<file path="config.mk">
export PLATFORM = sky130hd
export DESIGN_NAME = pool_ctrl
export DESIGN_NICKNAME = d
export VERILOG_FILES = /design/src/rtl/pool_ctrl_pkg.sv /design/src/rtl/pool_pos_counter.sv /design/src/rtl/pool_ctrl.sv
export SDC_FILE = /design/constraint.sdc
export NUM_CORES = 1
export LEC_CHECK = 0
export BUFFER_PORTS_ARGS = -buffer_cell sky130_fd_sc_hd__buf_2
export CORE_AREA = 2 2 73 75
export CTS_CLUSTER_DIAMETER = 40
export DETAILED_ROUTE_END_ITERATION = 12
export DIE_AREA = 0 0 75 77
export PLACE_DENSITY_LB_ADDON = 0.25
export SLEW_MARGIN = 20
export SYNTH_ARGS = -nofsm -noshare
export SYNTH_HDL_FRONTEND = slang
export SYNTH_SLANG_ARGS = --single-unit
export TNS_END_PERCENT = 10
</file>
<file path="constraint.sdc">
create_clock -name clk -period 1.63 [get_ports clk]
set_input_delay 0.326 -clock clk [delete_from_list [all_inputs] [get_ports clk]]
set_output_delay 0.326 -clock clk [all_outputs]
set_load 0.01 [all_outputs]
</file>
<file path="src/rtl/pool_ctrl_pkg.sv">
// Shared types and sizing helpers for the max-pool sequencer.
package pool_ctrl_pkg;

  typedef enum logic [1:0] {
    IDLE = 2'd0,
    FILL = 2'd1,
    EMIT = 2'd2,
    DONE = 2'd3
  } pool_state_t;

  // Number of pooled outputs per row (stride equals the kernel size).
  function automatic int out_width(input int img_width, input int kernel_dim);
    return img_width / kernel_dim;
  endfunction

  // Bit width needed to hold 0..n-1, never narrower than one bit.
  function automatic int clog2_min1(input int n);
    return (n <= 2) ? 1 : $clog2(n);
  endfunction

endpackage

</file>
<file path="src/rtl/pool_pos_counter.sv">
// Paired wrap counter: image position 0..COUNT-1 and kernel phase 0..PHASE-1,
// both stepping together on i_en. Used once for columns and once for rows.
module pool_pos_counter
  import pool_ctrl_pkg::*;
#(
  parameter int COUNT = 22,
  parameter int PHASE = 2,
  parameter int POS_W = clog2_min1(COUNT),
  parameter int PH_W  = clog2_min1(PHASE)
) (
  input  logic             clk,
  input  logic             rst,
  input  logic             i_en,
  input  logic             i_clr,
  output logic [POS_W-1:0] o_pos,
  output logic [PH_W-1:0]  o_phase,
  output logic             o_wrap,
  output logic             o_phase_last
);

  logic [POS_W-1:0] r_pos;
  logic [PH_W-1:0]  r_phase;
  logic             w_pos_last;
  logic             w_ph_last;

  assign w_pos_last = (r_pos == POS_W'(COUNT - 1));
  assign w_ph_last  = (r_phase == PH_W'(PHASE - 1));

  // Advance position and phase on enable; clear has priority.
  always_ff @(posedge clk or negedge rst) begin
    if (!rst) begin
      r_pos   <= '0;
      r_phase <= '0;
    end else if (i_clr) begin
      r_pos   <= '0;
      r_phase <= '0;
    end else if (i_en) begin
      r_pos   <= w_pos_last ? '0 : r_pos + 1'b1;
      r_phase <= w_ph_last  ? '0 : r_phase + 1'b1;
    end
  end

  assign o_pos        = r_pos;
  assign o_phase      = r_phase;
  assign o_wrap       = i_en && w_pos_last;
  assign o_phase_last = w_ph_last;

endmodule

</file>
<file path="src/rtl/pool_ctrl.sv">
// Max-pool layer sequencer: accepts pixels, tracks the image position and
// issues one function-start pulse per completed non-overlapping window.
module pool_ctrl
  import pool_ctrl_pkg::*;
#(
  parameter int IMG_WIDTH  = 22,
  parameter int KERNEL_DIM = 2,
  parameter int OUT_W      = out_width(IMG_WIDTH, KERNEL_DIM),
  parameter int POS_W      = clog2_min1(IMG_WIDTH),
  parameter int WIN_W      = clog2_min1(OUT_W * OUT_W)
) (
  input  logic             clk,
  input  logic             rst,
  input  logic             i_start,
  input  logic             i_data_valid,
  output logic             o_ready,
  output logic             o_ibuf_we,
  input  logic             i_next_busy,
  output logic             o_func_start,
  output logic [WIN_W-1:0] o_win_idx,
  output logic             o_busy,
  output logic             o_done
);

  localparam int PH_W = clog2_min1(KERNEL_DIM);

  generate
    if ((IMG_WIDTH % KERNEL_DIM) != 0) begin : g_bad_cfg
      $error("pool_ctrl: IMG_WIDTH must be a multiple of KERNEL_DIM");
    end
  endgenerate

  pool_state_t      r_state;
  pool_state_t      w_state_next;
  logic [WIN_W-1:0] r_win_idx;
  logic             r_last_win;

  logic             w_clr;
  logic             w_accept;
  logic             w_fire;
  logic             w_win_done;
  logic             w_col_wrap;
  logic             w_row_wrap;
  logic             w_col_ph_last;
  logic             w_row_ph_last;
  logic [POS_W-1:0] w_col_pos;
  logic [POS_W-1:0] w_row_pos;
  logic [PH_W-1:0]  w_col_phase;
  logic [PH_W-1:0]  w_row_phase;

  assign w_clr      = (r_state == IDLE) && i_start;
  assign w_accept   = (r_state == FILL) && i_data_valid;
  assign w_fire     = (r_state == EMIT) && !i_next_busy;
  assign w_win_done = w_accept && w_col_ph_last && w_row_ph_last;

  pool_pos_counter #(
    .COUNT (IMG_WIDTH),
    .PHASE (KERNEL_DIM),
    .POS_W (POS_W),
    .PH_W  (PH_W)
  ) u_col (
    .clk          (clk),
    .rst          (rst),
    .i_en         (w_accept),
    .i_clr        (w_clr),
    .o_pos        (w_col_pos),
    .o_phase      (w_col_phase),
    .o_wrap       (w_col_wrap),
    .o_phase_last (w_col_ph_last)
  );

  // Row counter steps only when the column counter wraps.
  pool_pos_counter #(
    .COUNT (IMG_WIDTH),
    .PHASE (KERNEL_DIM),
    .POS_W (POS_W),
    .PH_W  (PH_W)
  ) u_row (
    .clk          (clk),
    .rst          (rst),
    .i_en         (w_col_wrap),
    .i_clr        (w_clr),
    .o_pos        (w_row_pos),
    .o_phase      (w_row_phase),
    .o_wrap       (w_row_wrap),
    .o_phase_last (w_row_ph_last)
  );

  // Phase values and the frame wrap are carried by the counters but only the
  // phase-last flags and positions steer the sequencer.
  logic w_unused;
  assign w_unused = ^{w_col_phase, w_row_phase, w_row_wrap};

  // State register, window index and the "this window ends the frame" flag.
  always_ff @(posedge clk or negedge rst) begin
    if (!rst) begin
      r_state    <= IDLE;
      r_win_idx  <= '0;
      r_last_win <= 1'b0;
    end else begin
      r_state <= w_state_next;
      if (w_clr) begin
        r_win_idx  <= '0;
        r_last_win <= 1'b0;
      end else begin
        if (w_fire) begin
          r_win_idx <= r_win_idx + 1'b1;
        end
        if (w_win_done) begin
          r_last_win <= (w_col_pos == POS_W'(IMG_WIDTH - 1)) &&
                        (w_row_pos == POS_W'(IMG_WIDTH - 1));
        end
      end
    end
  end

  // Next-state and output decode; outputs are combinational from the state.
  always_comb begin
    w_state_next = r_state;
    o_ready      = 1'b0;
    o_ibuf_we    = 1'b0;
    o_func_start = 1'b0;
    o_win_idx    = '0;
    o_busy       = (r_state != IDLE);
    o_done       = 1'b0;
    case (r_state)
      IDLE: begin
        if (i_start) w_state_next = FILL;
      end
      FILL: begin
        o_ready   = 1'b1;
        o_ibuf_we = i_data_valid;
        if (w_win_done) w_state_next = EMIT;
      end
      EMIT: begin
        if (!i_next_busy) begin
          o_func_start = 1'b1;
          o_win_idx    = r_win_idx;
          w_state_next = r_last_win ? DONE : FILL;
        end
      end
      DONE: begin
        o_done       = 1'b1;
        w_state_next = IDLE;
      end
      default: w_state_next = IDLE;
    endcase
  end

endmodule

</file>
==> flow_summary.ini <==
[status]
status = finished, violations left
violations = setup timing

[clock_network]
insertion_delay_ps = 260
cts-root-buf = clkbuf_8
clock_sinks = 22
htreeDepth = 1
cts_tree = yes
numCtsBuffers = 3
cts_buffer_depth = 2
cts.clk_slew.worst_paths_ps = 80

[power]
power_density_nw_per_um2 = 1063
power_uw = 1822
vdd_drop_max_mv = 0.7009
p_leak_uw = 0.0007489

[detailed_routing]
viasPerCell = 4.715
drc = 0
drt_first_pass_iters = 4
routedWlPerCell_um = 12.53
route.antenna.remaining_nets = 0
first_iter_violations = 75
postRouteWirelength_mm = 2.944
vias = 1108

[cells_and_area]
syn_to_final_growth_pct = 40.12
drive_above_1_share_pct = 36.36
final_cell_mix = dfrtp_1, nand2_1, buf_4, buf_2, buf_6
fill_cells = 521
regArea_um2 = 550.5
fin_nets = 176
final_util_pct = 34.41
final_common_cell = dfrtp_1
final_cells = 235
final_cell_area_um2 = 1713
diodes = 0
multi_input_area_um2 = 688.2

[grt]
track_usage_pct = 10.53
grt_overflow_total = 0
grt_pass1_vias = 1090
grt_pass1_wl_mm = 4.823
grt_max_degree = 23
antenna_found_initial = 0

[placement]
placed_area_um2 = 1491
placed_cells = 226
place_congestion = 0.7738
hpwlAfterDp_mm = 2.021
io_buffers = 16

[critical_path]
cp-start-kind = flip-flop
crit_path_max_fanout = 5
crit_type = reg2out
cp_data_arrival_time_ps = 1430
critPathRequiredTime_ps = 1300
critPathCaptureType = output pin
reg2reg_slack_ps = 10

[synth]
synthArstFlopShare_pct = 100.0
postSynthNetCount = 141
synth.distinct_cells = 36
synth_top_area_share_pct = 45.04
yosys_most_used_dff = dfrtp_1
synthCells = 131
ys_ff_latch = 22
synth_warnings = 0
netlist_area_um2 = 1222
synth_top_cells_by_area = dfrtp_1, ha_1, nand2_1
ys_seq_area_share_pct = 45.04
avgSynthCellArea_um2 = 9.331
synth_edf_count = 0
yosys.area.top_type = dfrtp_1

[floorplanning]
die_area_um2 = 5775
initial_core_util_pct = 24.56
core_um2 = 4977
dieHeight_um = 77
io-pin-count = 17
fp.dieW_um = 75
std_cell_rows = 26

[sta]
hold_viol_final = 0
relSlewSlack_pct = 66.81
fmax_mhz = 569.3
setup_viol = 8
fin_crit_ps = 1757
period_share_pct = 107.8
rsz0062_at_grt = true
clock_skew_ps = 4.647
setup_ws_ps = -126.7
finalSetupTns_ps = -741.9
tightest_slew_ps = 497.9
slew_viol_final = 0

[job]
drv_cap = 0

[worst_hold_path]
hold_class = in2async
[cell usage after synthesis, types with 3 or more instances]
master and n:
ha_1 5, inv_1 6, o22ai_1 3, o21ai_1 6
nand2_1 13, nand3_1 7, nor2_1 4, a21oi_1 9
clkbuf_1 5, dfrtp_1 22, and2_1 7, mux2i_1 3
xnor2_1 3, or4_1 6, or3_1 3
[metrics by stage]
step | hold slack (ps) | worst slack, ps
3_5_place_dp | 330.3 | -18.41
2_1_floorplan | 30.41 | 10.09
6_report | 21.44 | -126.7
3_3_place_gp | 328.6 | 9.527
5_1_grt | 49.25 | -197.6
4_1_cts | 42.47 | -126.2
[logic make-up after synthesis]
| family | Yosys count | share of synthesized area (%) |
|---|---|---|
| AOI/OAI and AO/OA | 28 | 13.82 |
| xor gates and xnor gates | 3 | 2.150 |
| adders and majority gates | 5 | 5.118 |
| buffers and inverters | 14 | 4.401 |
| DFF | 22 | 45.04 |
| muxes | 3 | 2.457 |
| and+or+nand+nor | 56 | 27.02 |
[worst paths after layout]
| kind | endpoint | cells after the start | startpoint |
|---|---|---|---|
| min | u_row.o_pos[1] | 1 | rst |
| min in group clk | r_state[0] | 3 | i_next_busy |
| min reg2reg | r_win_idx[6] | 1 | r_win_idx[6] |
| max | o_win_idx[0] | 4 | r_state[0] |
| max reg2reg | u_row.o_pos[0] | 5 | r_state[1] |
| max in group asynchronous | u_row.o_phase | 1 | rst |
[area by class of cell]
class	count	share of cell area [%]
multi-input cells	95	40.18
repair inverters	1	0.4383
repair buffers	35	16.29
clock buffers	4	3.214
flip-flops and latches	22	32.14
inverters	8	2.630
well taps	70	5.113
[power by group]
group | total, µW | internal (µW) | leakage [µW] | switching (µW)
sequential | 724 | 648 | 0.000294 | 76.5
clock | 390 | 215 | 0.0000288 | 175
combinational | 707 | 347 | 0.000426 | 360
[worst max-delay path, stage by stage, from the launching register on]
cell	delay, ps
dfrtp_1	400
or3b_4	440
inv_4	100
and2_4	130
buf_2	110
[routing by layer]
| layer | global-route usage [%] | wire length (µm) | up-vias |
|---|---|---|---|
| met1 | 14.20 | 1379 | 548 |
| li1 | - | - | 544 |
| met3 | 3.285 | 100 | 0 |
| met4 | 1.429 | 0 | 0 |
| met5 | 0 | 0 | - |
| met2 | 16.84 | 1464 | 16 |
[state kept, by name, summed over array words and instances, names as in the netlist]
register	count
u_row.o_pos	5
r_state	2
r_win_idx	7
r_last_win	1
u_col.o_pos	5
u_row.o_phase	1
u_col.o_phase	1
[repair_timing]
item	in CTS	in global routing
buffers inserted	3	1
setup endpoints to repair	12	17
resized for setup	9	22
pin swaps	6	5
gates cloned	1	0
hold buffers	0	0
Power figures use the tool's default switching activity.
